===== config.mk =====
export PLATFORM = sky130hd
export DESIGN_NAME = neopixel_multi_driver
export DESIGN_NICKNAME = d
export VERILOG_FILES = /design/src/rtl/neopixel_pkg.sv /design/src/rtl/neopixel_lane.sv /design/src/rtl/neopixel_multi_driver.sv
export SDC_FILE = /design/constraint.sdc
export NUM_CORES = 1
export LEC_CHECK = 0
export CAP_MARGIN = 30
export CORE_MARGIN = 2
export CORE_UTILIZATION = 50
export DETAILED_ROUTE_END_ITERATION = 12
export PLACE_DENSITY = 0.73
export SLEW_MARGIN = 30
export SYNTH_ARGS = -nofsm -noshare
export SYNTH_HDL_FRONTEND = slang
export SYNTH_SLANG_ARGS = --single-unit

===== constraint.sdc =====
create_clock -name i_clk -period 3.5 [get_ports i_clk]
set_clock_uncertainty 0.2 [all_clocks]
set_input_delay 0.35 -clock i_clk [delete_from_list [all_inputs] [get_ports i_clk]]
set_output_delay 0.35 -clock i_clk [all_outputs]
set_load 0.1 [all_outputs]

===== src/rtl/neopixel_pkg.sv =====
// Shared types and helpers for the WS2812-class multi-string serialiser.
// Latency: n/a (types, constants and an elaboration-time function only).
// Backpressure: n/a.
package neopixel_pkg;

    typedef enum logic [2:0] {
        IDLE,
        FETCH,
        BIT,
        LATCH,
        DONE
    } state_t;

    // Byte order on the wire: G, R, B (and W for the 4-byte variant).
    localparam int BYTES_GRB  = 3;
    localparam int BYTES_GRBW = 4;

    // Clock ticks in a duration of ns nanoseconds, truncated, never below 1.
    // 64-bit math: 50 kHz-per-ns products overflow 32 bits for the latch time.
    function automatic int ticks(input longint clk_hz, input longint ns);
        longint t;
        t = (clk_hz / 1000) * ns / 1_000_000;
        return (t < 1) ? 1 : int'(t);
    endfunction

endpackage


===== src/rtl/neopixel_lane.sv =====
// One LED string: 8-bit MSB-first shift register, optional brightness scaler, high-time compare.
// Latency: line is registered; it reflects the bit/tick the driver moves into on the same edge.
// Backpressure: none; load/shift/tick are dictated by the driver's fixed bit timing.
// Ports: clk/rst (sync, active high), load/shift strobes, active_nxt + tick_nxt (next bit-slot
// state), data (frame-RAM byte lane), brightness (only with NEOPIXEL_BRIGHTNESS_EN), line (pad).
module neopixel_lane
    import neopixel_pkg::*;
#(
    parameter int CW  = 12,
    parameter int T0H = 17,
    parameter int T1H = 35
) (
    input  logic          clk,
    input  logic          rst,
    input  logic          load,
    input  logic          shift,
    input  logic          active_nxt,
    input  logic [CW-1:0] tick_nxt,
`ifdef NEOPIXEL_BRIGHTNESS_EN
    input  logic [7:0]    brightness,
`endif
    input  logic [7:0]    data,
    output logic          line
);

    logic [7:0] load_byte;
    logic [7:0] sr;
    logic [7:0] sr_nxt;

`ifdef NEOPIXEL_BRIGHTNESS_EN
    // (data * (brightness + 1)) >> 8, so brightness 255 passes data through unchanged.
    logic [16:0] prod;
    assign prod      = {9'd0, data} * ({9'd0, brightness} + 17'd1);
    assign load_byte = 8'(prod >> 8);
`else
    assign load_byte = data;
`endif

    always_comb begin
        sr_nxt = sr;
        if (load) begin
            sr_nxt = load_byte;
        end else if (shift) begin
            sr_nxt = {sr[6:0], 1'b0};
        end
    end

    // Output is computed from the next-cycle shift register and tick so the pad
    // rises on the very first cycle of every bit slot.
    always_ff @(posedge clk) begin
        if (rst) begin
            sr   <= '0;
            line <= 1'b0;
        end else begin
            sr   <= sr_nxt;
            line <= active_nxt && (tick_nxt < (sr_nxt[7] ? CW'(T1H) : CW'(T0H)));
        end
    end

endmodule


===== src/rtl/neopixel_multi_driver.sv =====
// WS2812-class serialiser driving CHANNELS strings in lock-step from one shared frame-RAM read port.
// Latency: first pad rise 2 cycles after i_start; frame = bytes*8*TBIT + TRST cycles + 1 DONE cycle.
// Backpressure: none; i_start is ignored while o_busy=1 (including the o_frame_done cycle).
// Ports: i_clk, i_rst (sync, active high), i_start, o_busy, o_rd_addr (byte address, 1-cycle RAM),
// i_data (lane c = [8c+7:8c]), o_neopixel_out (one per string), o_frame_done (1-cycle pulse).
// Option: NEOPIXEL_BRIGHTNESS_EN adds i_brightness, captured at start and applied to every byte.
module neopixel_multi_driver
    import neopixel_pkg::*;
#(
    parameter int LEDS          = 200,
    parameter int CHANNELS      = 4,
    parameter int BYTES_PER_LED = 3,
    parameter int CLK_HZ        = 50_000_000,
    parameter int T0H_NS        = 350,
    parameter int T1H_NS        = 700,
    parameter int TBIT_NS       = 1300,
    parameter int TRST_NS       = 50_000
) (
    input  logic                                      i_clk,
    input  logic                                      i_rst,
    input  logic                                      i_start,
    output logic                                      o_busy,
    output logic [$clog2(LEDS*BYTES_PER_LED)-1:0]     o_rd_addr,
    input  logic [CHANNELS*8-1:0]                     i_data,
`ifdef NEOPIXEL_BRIGHTNESS_EN
    input  logic [7:0]                                i_brightness,
`endif
    output logic [CHANNELS-1:0]                       o_neopixel_out,
    output logic                                      o_frame_done
);

    localparam int NBYTES = LEDS * BYTES_PER_LED;
    localparam int AW     = $clog2(NBYTES);
    localparam int T0H_T  = ticks(CLK_HZ, T0H_NS);
    localparam int T1H_T  = ticks(CLK_HZ, T1H_NS);
    localparam int TBIT_T = ticks(CLK_HZ, TBIT_NS);
    localparam int TRST_T = ticks(CLK_HZ, TRST_NS);
    // One counter serves both the bit slot and the latch period.
    localparam int CW     = $clog2(((TRST_T > TBIT_T) ? TRST_T : TBIT_T) + 1);

    if (BYTES_PER_LED != BYTES_GRB && BYTES_PER_LED != BYTES_GRBW) begin : g_bad_bpl
        $error("neopixel_multi_driver: BYTES_PER_LED must be 3 (GRB) or 4 (GRBW)");
    end
    if (!(T1H_T < TBIT_T) || !(T0H_T < T1H_T)) begin : g_bad_timing
        $error("neopixel_multi_driver: need T0H < T1H < TBIT in clock ticks");
    end

    state_t        state;
    state_t        state_nxt;
    logic [CW-1:0] tick;
    logic [CW-1:0] tick_nxt;
    logic [2:0]    bit_cnt;
    logic [2:0]    bit_nxt;
    logic [AW-1:0] byte_cnt;
    logic [AW-1:0] byte_nxt;
    logic [AW-1:0] addr_nxt;
    logic          busy_nxt;
    logic          load;
    logic          shift;
    logic          last_byte;
    logic          active_nxt;

    assign last_byte    = (byte_cnt == AW'(NBYTES - 1));
    assign active_nxt   = (state_nxt == BIT);
    assign o_frame_done = (state == DONE);

`ifdef NEOPIXEL_BRIGHTNESS_EN
    logic [7:0] bright_q;
    always_ff @(posedge i_clk) begin
        if (i_rst) begin
            bright_q <= '0;
        end else if (state == IDLE && i_start) begin
            bright_q <= i_brightness;
        end
    end
`endif

    always_comb begin
        state_nxt = state;
        tick_nxt  = tick;
        bit_nxt   = bit_cnt;
        byte_nxt  = byte_cnt;
        addr_nxt  = o_rd_addr;
        busy_nxt  = o_busy;
        load      = 1'b0;
        shift     = 1'b0;
        case (state)
            IDLE: begin
                if (i_start) begin
                    state_nxt = FETCH;
                    busy_nxt  = 1'b1;
                    addr_nxt  = '0;
                    byte_nxt  = '0;
                    tick_nxt  = '0;
                end
            end
            FETCH: begin
                // Address 0 was presented last cycle, so i_data now holds byte 0.
                load      = 1'b1;
                bit_nxt   = '0;
                tick_nxt  = '0;
                state_nxt = BIT;
            end
            BIT: begin
                tick_nxt = tick + 1'b1;
                // Advance the address early enough that the next byte is on i_data
                // at the final tick of bit 7, giving a gap-free byte boundary.
                if (bit_cnt == 3'd7 && tick == CW'(TBIT_T - 3) && !last_byte) begin
                    addr_nxt = o_rd_addr + 1'b1;
                end
                if (tick == CW'(TBIT_T - 1)) begin
                    tick_nxt = '0;
                    if (bit_cnt != 3'd7) begin
                        shift   = 1'b1;
                        bit_nxt = bit_cnt + 3'd1;
                    end else if (!last_byte) begin
                        load     = 1'b1;
                        bit_nxt  = '0;
                        byte_nxt = byte_cnt + 1'b1;
                    end else begin
                        state_nxt = LATCH;
                    end
                end
            end
            LATCH: begin
                tick_nxt = tick + 1'b1;
                if (tick == CW'(TRST_T - 1)) begin
                    tick_nxt  = '0;
                    state_nxt = DONE;
                end
            end
            DONE: begin
                busy_nxt  = 1'b0;
                addr_nxt  = '0;
                tick_nxt  = '0;
                state_nxt = IDLE;
            end
            default: begin
                state_nxt = IDLE;
            end
        endcase
    end

    always_ff @(posedge i_clk) begin
        if (i_rst) begin
            state     <= IDLE;
            tick      <= '0;
            bit_cnt   <= '0;
            byte_cnt  <= '0;
            o_rd_addr <= '0;
            o_busy    <= 1'b0;
        end else begin
            state     <= state_nxt;
            tick      <= tick_nxt;
            bit_cnt   <= bit_nxt;
            byte_cnt  <= byte_nxt;
            o_rd_addr <= addr_nxt;
            o_busy    <= busy_nxt;
        end
    end

    for (genvar c = 0; c < CHANNELS; c++) begin : g_lane
        neopixel_lane #(
            .CW  (CW),
            .T0H (T0H_T),
            .T1H (T1H_T)
        ) u_lane (
            .clk        (i_clk),
            .rst        (i_rst),
            .load       (load),
            .shift      (shift),
            .active_nxt (active_nxt),
            .tick_nxt   (tick_nxt),
`ifdef NEOPIXEL_BRIGHTNESS_EN
            .brightness (bright_q),
`endif
            .data       (i_data[8*c +: 8]),
            .line       (o_neopixel_out[c])
        );
    end

endmodule


Word-level counts from Yosys, hierarchy flattened:

Cells that the tools add are included.

* register bits: 75
* logic and storage cells: 103

* add/subtract/negate cells: 4
* order comparisons: 4
* equality and inequality tests: 17
* muxes and demuxes: 42
* reduce and logical (&&, ||, !) cells: 18

Operators with widths (number)
* $mux 8: 8
* $mux 10: 5
* $lt 12x12->1: 4
* $pmux 12 s4: 1
* $mux 12: 3
* $pmux 10 s3: 1
* $mux 3: 8
* $mux 6: 4
* $add 10x1->10 const B: 2
* $pmux 10 s2: 1
* $add 12x1->12 const B: 1
* $eq 12x12->1 const B: 1
* $eq 12x6->1 const B: 1
* $eq 12x7->1 const B: 1
* $pmux 3 s4: 1
* $eq 10x10->1 const B: 1
* $ne 2x2->1 const B: 5
* $eq 3x2->1 const B: 3
* $reduce_bool 2->1: 4
* $mux 1: 7
* $eq 3x3->1 const B: 2
* $logic_and 1x1->1: 6
* $ne 3x3->1 const B: 2
* $pmux 3 s2: 1
* 10 further kinds: 12

Logic depth before layout (Yosys ltp):

Gate-level depths: netlist of run 1.

* depth after elaboration: 9
* depth in mapped cells: 14
* depth with buffers taken out: 13

Cells and area by module:

A second synthesis of run 1 with hierarchy kept.

* cell total of the unflattened synthesis: 496
* area total of the unflattened synthesis: 4262.8 µm²

Modules (own cells, without submodules)
* neopixel_multi_driver: times used 1, cells an instance 300, area each 2316.0 µm²
* neopixel_lane: times used 4, cells an instance 49, area each 486.7 µm²

Worst setup path after synthesis of run 1:

OpenSTA, ideal clock, no wires.

* path kind: reg-to-reg
* from: reg tick[3]
* to: reg g_lane[2].u_lane.line
* library setup time: 0.073 ns
* arrival: 2.705 ns
* required time: 3.227 ns
* slack: 0.522 ns
* stages on the path, launching flop included: 11
* path buffers: 1
* period minus slack after synthesis: 2.978 ns
* cell sequence: dfxtp_1 -> nor4b_4 -> nand4_1 -> o32ai_1 -> clkbuf_1 -> a21oi_1 -> a21oi_1 -> ha_1 -> a2111oi_0 -> nor2_1 -> nor3b_2

* longest elaborated chain between the ends: 8
* elaborated cells on any way between the ends: 20
* classes of those cells: add/sub (1); order compare (1); eq/ne (3); mux (14); reduce/logical (1)

Ends and longest elaborated chain
* start, declared: RTL line neopixel_multi_driver.sv:50 `logic [CW-1:0] tick;`
* start signal, assigned: RTL line neopixel_multi_driver.sv:154 `tick <= tick_nxt;`
* parallel branches: the longest is 7 deep, another holds $add 12x1->12
* $logic_and 1x1->1 *: RTL line neopixel_lane.sv:56 `line <= active_nxt && (tick_nxt < (sr_nxt[7] ? CW'(T1H) : CW'(T0H)));`
* end signal, assigned: RTL line neopixel_lane.sv:56
* end, declared: RTL line neopixel_lane.sv:23 `output logic line`

Mark *: on every way between the ends. The select of a mux whose other input is x is not followed.
A chain may end at the register's enable or synchronous reset.

Worst setup path after layout of run 1:

* from: reg byte_cnt[0]
* to: reg g_lane[2].u_lane.line

* longest elaborated chain between the ends: 9
* elaborated cells on any way between the ends: 14
* classes of those cells: order compare (1); eq/ne (2); mux (10); reduce/logical (1)

Ends and longest elaborated chain
* start, declared: RTL line neopixel_multi_driver.sv:54 `logic [AW-1:0] byte_cnt;`
* start signal, assigned: RTL line neopixel_multi_driver.sv:156 `byte_cnt <= byte_nxt;`
* $eq 10x10->1 *: RTL line neopixel_multi_driver.sv:63 `assign last_byte = (byte_cnt == AW'(NBYTES - 1));`
* $mux 1: RTL line neopixel_multi_driver.sv:116 `end else if (!last_byte) begin`
* $mux 1: RTL line neopixel_multi_driver.sv:113 `if (bit_cnt != 3'd7) begin`
* $mux 1: RTL line neopixel_multi_driver.sv:111 `if (tick == CW'(TBIT_T - 1)) begin`
* $pmux 1 s2: RTL line neopixel_multi_driver.sv:87 `case (state)`
* $mux 8: RTL line neopixel_lane.sv:41 `if (load) begin`
* $mux 6: RTL line neopixel_lane.sv:56
* $lt 12x12->1: RTL line neopixel_lane.sv:56
* $logic_and 1x1->1 *: RTL line neopixel_lane.sv:56

Every way passes the cells marked *; elsewhere a longest branch is shown, timed or not.

==> results of run 1 <==
==> worst max path at each step <==
stage | end | cells after the start
after floorplan | g_lane[2].u_lane.line | 10
after global placement | g_lane[2].u_lane.line | 10
after detailed placement | g_lane[2].u_lane.line | 10
after CTS | g_lane[2].u_lane.line | 10
after global routing | g_lane[2].u_lane.line | 10
final | g_lane[2].u_lane.line | 10
==> metrics by stage <==
| step | util (%) | hold slack [ns] | instance area, um^2 | cells | setup slack, ns |
|---|---|---|---|---|---|
| after detailed placement | 58.5 | 0.263 | 4520 | 617 | 0.319 |
| after floorplan | - | 0.247 | 3990 | 486 | 0.522 |
| after global placement | 58.5 | 0.257 | 4520 | 617 | 0.386 |
| after CTS | 61.9 | 0.106 | 4790 | 633 | 0.284 |
| after global routing | 61.9 | 0.110 | 4790 | 633 | 0.0343 |
| final | 61.9 | 0.112 | 4790 | 633 | 0.312 |
==> final cells by class <==
class                      instances  area [um^2]  share of cell area, %
sequential                        75         1500                   31.4
clock inverter                     6          138                   2.88
multi-input combinational        368         2280                   47.6
clock buffer                      10          128                   2.67
tap                              102          128                   2.67
timing repair buffer              60          568                   11.9
inverter                          12         45.0                  0.941
==> critical path, cell delays in order, from the launching register on <==
cell       delay (ns)
dfxtp_1          0.38
ha_1             0.21
nand4b_1         0.13
o41ai_1          0.58
o32ai_1          0.16
buf_4            0.20
a21oi_1          0.31
ha_1             0.30
a2111oi_0        0.40
nor2_1           0.11
nor3b_2          0.16
==> state kept, by name, indices dropped and copies added (netlist names) <==
| name | flops |
|---|---|
| bit_cnt | 3 |
| o_busy | 1 |
| g_lane.u_lane.sr | 32 |
| g_lane.u_lane.line | 4 |
| o_rd_addr | 10 |
| tick | 12 |
| state | 3 |
| byte_cnt | 10 |
==> cell usage after synthesis, types with 5 or more instances <==
library cell	n	area, um^2
or3_1	9	56.3
o211ai_1	5	37.5
nor3_1	5	25.0
a311oi_1	25	219
o21ai_0	8	40.0
nand4_1	12	75.1
and3_1	7	43.8
dfxtp_1	75	1500
xor2_1	12	105
nor2b_1	5	31.3
a21oi_1	28	140
buf_4	6	45.0
inv_1	12	45.0
clkbuf_1	17	63.8
nor2_1	61	229
ha_1	15	188
nand2_1	83	312
nand2b_1	5	31.3
nand3_1	16	80.1
==> kinds of logic (layout without fill, tap and decap cells) <==
group                    after synthesis  count (layout)  share of synthesized area (%)
AND/OR/NAND/NOR                      232             232                           29.0
AO/OA/AOI/OAI                        100             100                           18.5
flip-flops                            75              75                           37.6
buffers and inverters                 43              88                           5.30
adder cells (fa/ha/maj)               16              16                           4.95
XOR/XNOR                              16              16                           3.51
multiplexers                           4               4                           1.03
==> where the power goes <==
| part | leakage (uW) | internal, uW | switching, uW | total (uW) |
|---|---|---|---|---|
| registers | 0.000610 | 896 | 28.2 | 924 |
| clock network | 0.000131 | 548 | 341 | 889 |
| logic | 0.00101 | 128 | 194 | 322 |
==> layer usage <==
layer  vias to the layer above  GRT usage (%)
met5                         -              0
met1                      1695           27.6
met4                         0           7.97
met2                        78           37.0
li1                       1815              -
met3                        17           5.64
==> results.ini, run 1 <==
[status]
status=finished, final reports clean

[clocking]
clk_pin_slew_ns=0.08
cts_resized=0
cts-root-buf=clkbuf_8
cts_tree=done
clk_path_buf_depth=2
holdBufCountCts=0
cts_setup_buffers=0
clock-sinks=75
insertion_delay_ns=0.37
cts-buffers-inserted=9
htree_levels=3

[global_routing]
grt_overflow_total=0
grt_max_degree=45
track_usage_pct=22.1
antenna_found_initial=0
grt_pass1_vias=3396
grt_pass1_wl_um=15400

[setup_path]
r2r-start=byte_cnt[0]
end_kind=flip-flop
criticalPathCategory=flip-flop to flip-flop
critPathRequiredTime_ns=3.60
cp-startpoint=byte_cnt[0]
ff2ff_setup_slack_ns=0.31
rr_endpoint=g_lane[2].u_lane.line
start_kind=flip-flop
worstPathArrival_ns=3.29
path_max_fanout=11
rr_worst_depth=10

[finish]
n_antenna_cell=0
fin_nets=576
area_growth_syn_to_layout_pct=19.9
final_cell_mix=nand2_1 (83), dfxtp_1 (75), nor2_1 (61)
nFillCells=680
drive_above_1_share_pct=10.2
mostFrequentLayoutCell=nand2_1

[place]
numPortBuffers=50
dp_hpwl_um=6420
gp_congestion=0.842

[run]
cap_violations=0

[drt]
topRoutingLayerUsed=met4
wl_um=9010
routed-via-count=3605
wl_per_cell_um=14.2
vias_per_cell=5.70
drt_pass1_iterations=4
ant_nets=0
met1Wirelength_um=4200
post-route-drc-count=0
met3_length_um=405
drt_iter0_drc=233
route.met2.wl_um=4250

[floorplan]
num_rows=32
start_util_pct=51.6
die_area_um2=8710
ios=51
placeableCoreArea_um2=7730
die_x_um=93.3
dieHeight_um=93.3

[sta]
post-route-period-util_pct=91.1
drv_slew=0
setup_viol_count_final=0
period_minus_slack_ns=3.19
setup_tns_ns=0
hold_viol_final=0
worst_pin_slew_ns=0.972
rsz0062_at_grt=no
timing.fmax_mhz=314
relSlewSlack_pct=35.0

[worst_hold_path]
hold_start=i_rst
hp-class=input pin to flip-flop
whs_path_depth=2
hold_end=tick[11]

[synth]
synthFlopType=dfxtp_1
syn_nets=536
synth-seq-area-share_pct=37.6
syn_area_um2=3990
post_synth_num_cell_types=68
synth_edf_count=0
ys_warn_count=0
postSynthAreaPerCell_um2=8.21
syn-instance-count=486
ys_async_sr_fraction_pct=0
ys_seq_elements=75

[pwr]
power_density_nw_per_um2=446
total_leakage_power_uw=0.00175
peakVddDrop_mv=0.288
power.total_uw=2130

Power figures use the tool's default switching activity.
==> inputs of run 2 (changes only) <==
--- a/config.mk
+++ b/config.mk
@@ -5,10 +5,10 @@
 export SDC_FILE = /design/constraint.sdc
 export NUM_CORES = 1
 export LEC_CHECK = 0
-export CAP_MARGIN = 30
-export CORE_MARGIN = 2
+export CAP_MARGIN = 20
 export CORE_UTILIZATION = 50
 export DETAILED_ROUTE_END_ITERATION = 12
+export GPL_TIMING_DRIVEN = 0
 export PLACE_DENSITY = 0.73
 export SLEW_MARGIN = 30
 export SYNTH_ARGS = -nofsm -noshare
==> results.ini, run 2 (synthesized netlist as in run 1, its figures left out) <==
[status]
status=finished, final reports clean  ; unchanged

[finish]
mostFrequentLayoutCell=nand2_1  ; unchanged
nFillCells=695  ; was 680
drive_above_1_share_pct=10.3  ; was 10.2%
top_register=g_lane.u_lane.sr  ; unchanged
multi_input_area_um2=2300  ; was 2280 um^2
stdcell_count=653  ; was 633
area_growth_syn_to_layout_pct=21.3  ; was 19.9%
top_regs=g_lane.u_lane.sr x32, tick x12  ; unchanged
n_antenna_cell=0  ; unchanged
fin_nets=596  ; was 576
register_area_um2=1500  ; unchanged
final_cell_mix=nand2_1 (83), dfxtp_1 (75), nor2_1 (61)  ; unchanged
largest_reg_flops=32  ; unchanged
finish.utilization_pct=62.6  ; was 61.9%

[drt]
wl_per_cell_um=14.4  ; was 14.2 um
vias_per_cell=5.75  ; was 5.70
post-route-drc-count=0  ; unchanged
routed-via-count=3758  ; was 3,605
drt_iter0_drc=272  ; was 233
ant_nets=0  ; unchanged
wl_um=9390  ; was 9010 um
drt_pass1_iterations=5  ; was 4

[global_routing]
antenna_found_initial=0  ; unchanged
grt_pass1_vias=3510  ; was 3,396
grt_pass1_wl_um=16100  ; was 15,400 um
track_usage_pct=23.9  ; was 22.1%
grt_overflow_total=0  ; unchanged
grt_max_degree=15  ; was 45

[clocking]
cts_tree=done  ; unchanged
htree_levels=3  ; unchanged
clk_path_buf_depth=2  ; unchanged
insertion_delay_ns=0.35  ; was 0.37 ns
clk_pin_slew_ns=0.08  ; about the same
holdBufCountCts=0  ; unchanged
cts-buffers-inserted=9  ; unchanged
cts-root-buf=clkbuf_8  ; unchanged
clock-sinks=75  ; unchanged

[sta]
worst_pin_slew_ns=0.964  ; was 0.972 ns
drv_slew=0  ; unchanged
period_minus_slack_ns=3.28  ; was 3.19 ns
post-route-period-util_pct=93.7  ; was 91.1%
setup_viol_count_final=0  ; unchanged
setup_tns_ns=0  ; unchanged
hold_viol_final=0  ; unchanged
timing.fmax_mhz=305  ; was 314 MHz
setup_ws_ns=0.220  ; was 0.312 ns
holdWs_ns=0.247  ; was 0.112 ns
relSlewSlack_pct=35.5  ; was 35.0%

[floorplan]
die_x_um=91.3  ; was 93.3 um
dieHeight_um=91.3  ; was 93.3 um
die_area_um2=8340  ; was 8710 um^2
placeableCoreArea_um2=7730  ; unchanged
ios=51  ; unchanged
start_util_pct=51.6  ; unchanged
num_rows=32  ; unchanged

[pwr]
power_density_nw_per_um2=407  ; was 446 nW/um^2
peakVddDrop_mv=0.238  ; was 0.288 mV
total_leakage_power_uw=0.00175  ; about the same

[run]
cap_violations=0  ; unchanged

[setup_path]
end_kind=output pin  ; was flip-flop
start_kind=flip-flop  ; unchanged
criticalPathCategory=flip-flop to output pin  ; was flip-flop to flip-flop
path_max_fanout=10  ; was 11
ff2ff_setup_slack_ns=0.27  ; was 0.31 ns
critPathRequiredTime_ns=2.95  ; was 3.60 ns
worstPathArrival_ns=2.73  ; was 3.29 ns

[place]
dp_hpwl_um=7000  ; was 6420 um
numPortBuffers=49  ; was 50
place_ws_ns=-0.112  ; was 0.319 ns
placed_cells=637  ; was 617
gp_congestion=0.853  ; was 0.842

[worst_hold_path]
hp-class=input pin to flip-flop  ; unchanged

## run 2: per-stage QoR
step / power (uW) / instance area, um^2
after global placement: 1270 / 4610
after detailed placement: 1280 / 4610
after CTS: 1980 / 4830
final: 1970 / 4840
after global routing: 2050 / 4840
after floorplan: 1180 / 3990
## run 2: worst paths after layout
kind	from	to	depth (start not counted)
max	state[2]	o_frame_done	4
min	i_rst	tick[1]	2
max reg2reg	tick[4]	g_lane[2].u_lane.line	10
min reg2reg	g_lane[3].u_lane.sr[0]	g_lane[3].u_lane.sr[0]	2
## run 2: routing by layer
metal,global-route usage [%],wire length [um]
met3,2.85,335
met2,38.4,4340
met5,0,0
met1,32.2,4530
met4,10.4,182
## run 2: what timing repair did
action,in CTS,in global routing
setup endpoints to repair,1,1
pin swaps,0,1
resized for setup,2,3
buffers inserted,0,0
## run 2: worst max-delay path, cell delays in order, from the launching register on
cell	delay, ns
dfxtp_1	0.47
clkbuf_1	0.39
inv_1	0.13
nor2_1	0.22
clkdlybuf4s50_1	1.17
## run 2: power breakdown
part	switching, uW	total, uW	internal, uW
Clock	347	702	355
Combinational	209	350	141
Sequential	23.2	919	896
## run 2: final cells by class
| cell class | instances | share of cell area, % |
|---|---|---|
| Clock inverter | 6 | 1.47 |
| Tap cell | 102 | 2.64 |
| Clock buffer | 10 | 2.84 |
| Buffer | 31 | 3.47 |
| Inverter | 12 | 0.931 |
| Multi-Input combinational cell | 368 | 47.5 |
| Timing Repair Buffer | 49 | 10.1 |
| Sequential cell | 75 | 31.0 |
==> inputs of run 3 (changes only) <==
--- a/config.mk
+++ b/config.mk
@@ -5,7 +5,9 @@
 export SDC_FILE = /design/constraint.sdc
 export NUM_CORES = 1
 export LEC_CHECK = 0
+export ABC_CLOCK_PERIOD_IN_PS = 3500
 export CAP_MARGIN = 20
+export CORE_MARGIN = 2
 export CORE_UTILIZATION = 50
 export DETAILED_ROUTE_END_ITERATION = 12
 export GPL_TIMING_DRIVEN = 0
==> results.ini, run 3 (synthesized netlist as in run 1, its figures left out) <==
[drt]
post-route-drc-count=0  ; unchanged
vias_per_cell=5.67  ; was 5.75
ant_nets=0  ; unchanged
drt_pass1_iterations=4  ; was 5
drt_iter0_drc=202  ; was 272
wl_per_cell_um=14.4  ; about the same
wl_um=9440  ; was 9390 um
routed-via-count=3717  ; was 3,758

[place]
dp_hpwl_um=6860  ; was 7000 um
numPortBuffers=49  ; unchanged
gp_congestion=0.891  ; was 0.853
dpl-instance-area_um2=4610  ; unchanged

[clocking]
clk_pin_slew_ns=0.08  ; about the same
htree_levels=3  ; unchanged
clock-sinks=75  ; unchanged
clk_path_buf_depth=2  ; unchanged
cts_tree=done  ; unchanged
insertion_delay_ns=0.35  ; about the same
cts-buffers-inserted=9  ; unchanged
cts-root-buf=clkbuf_8  ; unchanged
holdBufCountCts=0  ; unchanged

[finish]
nFillCells=684  ; was 695
fin_nets=599  ; was 596
finalInstanceArea_um2=4880  ; was 4840 um^2
largest_reg_flops=32  ; unchanged
top_register=g_lane.u_lane.sr  ; unchanged
n_antenna_cell=0  ; unchanged
drive_above_1_share_pct=10.7  ; was 10.3%
top_regs=g_lane.u_lane.sr x32, tick x12  ; unchanged
final_cell_mix=nand2_1 (83), dfxtp_1 (75), nor2_1 (61)  ; unchanged
area_growth_syn_to_layout_pct=22.2  ; was 21.3%
mostFrequentLayoutCell=nand2_1  ; unchanged

[floorplan]
die_area_um2=8710  ; was 8340 um^2
num_rows=32  ; unchanged
ios=51  ; unchanged
placeableCoreArea_um2=7730  ; unchanged
die_x_um=93.3  ; was 91.3 um
dieHeight_um=93.3  ; was 91.3 um
start_util_pct=51.6  ; unchanged

[global_routing]
grt_overflow_total=0  ; unchanged
antenna_found_initial=0  ; unchanged
grt_max_degree=14  ; was 15
track_usage_pct=22.4  ; was 23.9%
grt_pass1_wl_um=15700  ; was 16,100 um
grt_pass1_vias=3360  ; was 3,510

[sta]
period_minus_slack_ns=3.30  ; was 3.28 ns
rsz0062_at_grt=no
setup_viol_count_final=0  ; unchanged
post-route-period-util_pct=94.3  ; was 93.7%
worst_pin_slew_ns=0.967  ; was 0.964 ns
relSlewSlack_pct=35.3  ; was 35.5%
drv_slew=0  ; unchanged
timing.fmax_mhz=303  ; was 305 MHz
hold_viol_final=0  ; unchanged

[worst_hold_path]
hp-class=input pin to flip-flop  ; unchanged

[pwr]
power_frac_comb_pct=17.5  ; was 17.7%
p_int_uw=1440  ; was 1390 uW
power.total_uw=2000  ; was 1970 uW
power_density_nw_per_um2=409  ; was 407 nW/um^2
peakVddDrop_mv=0.270  ; was 0.238 mV
seqPwrFrac_pct=46.0  ; was 46.6%
p_sw_share_pct=28.0  ; was 29.4%
clkPwrFrac_pct=36.5  ; was 35.6%
total_leakage_power_uw=0.00177  ; was 0.00175 uW
switching_power_uw=560  ; was 579 uW

[setup_path]
criticalPathCategory=flip-flop to output pin  ; unchanged
end_kind=output pin  ; unchanged
critPathRequiredTime_ns=2.95  ; about the same
worstPathArrival_ns=2.75  ; was 2.73 ns
start_kind=flip-flop  ; unchanged
path_max_fanout=10  ; unchanged

[status]
status=finished, final reports clean  ; unchanged

[run]
cap_violations=0  ; unchanged

## run 3: final timing paths
| check | startpoint | slack, ns | cells past startpoint | end |
|---|---|---|---|---|
| setup / recovery | state[2] | 0.20 | 4 | o_frame_done |
| hold / removal | i_rst | 0.24 | 2 | tick[0] |
| setup reg to reg | tick[0] | 0.28 | 12 | g_lane[2].u_lane.line |
| hold reg to reg | g_lane[3].u_lane.sr[0] | 0.27 | 2 | g_lane[3].u_lane.sr[0] |
## run 3: stage by stage
step | hold WS, ns | instances | worst slack, ns | utilization, % | setup TNS (ns)
2_1_floorplan | 0.247 | 486 | 0.522 | - | 0
3_3_place_gp | 0.255 | 637 | -0.0404 | 59.6 | -0.0404
3_5_place_dp | 0.259 | 637 | -0.0848 | 59.6 | -0.0848
4_1_cts | 0.241 | 652 | 0.0819 | 62.5 | 0
5_1_grt | 0.280 | 655 | 0.0427 | 63.1 | 0
6_report | 0.242 | 655 | 0.200 | 63.1 | 0
## run 3: power by group through the flow
stage          clock network [uW]  logic (uW)  registers (uW)
2_1_floorplan                   0         223             953
3_3_place_gp                    0         337             937
3_5_place_dp                    0         345             938
4_1_cts                       741         347             919
5_1_grt                       786         382             924
6_report                      728         349             919
## run 3: what timing repair did
| action | CTS | global route |
|---|---|---|
| endpoints found under the setup margin | 1 | 1 |
| pin swaps | 0 | 1 |
| setup buffers | 0 | 3 |
| gates resized for setup | 2 | 3 |
## run 3: area by class of cell
type                            count  area [um^2]  area share, %
Multi-Input combinational cell    368         2310           47.3
Sequential cell                    75         1500           30.8
Timing Repair Buffer               52          513           10.5
Buffer                             31          168           3.44
Tap cell                          102          128           2.62
Clock buffer                        9          124           2.54
Clock inverter                      6         90.1           1.85
Inverter                           12         45.0          0.924
## run 3: worst max-delay path, cell delays in order, from the launching register on
cell,delay [ns]
dfxtp_1,0.48
clkbuf_1,0.43
inv_1,0.13
nor2_1,0.19
clkdlybuf4s50_1,1.16
## run 3: layer usage
metal	up-vias	wire length, um	share of wire (%)	global-route usage, %
met4	0	116	1.2	8.33
li1	1859	-	-	-
met1	1758	4490	48	31.0
met5	-	0	0	0
met3	12	418	4.4	3.95
met2	88	4420	47	35.0
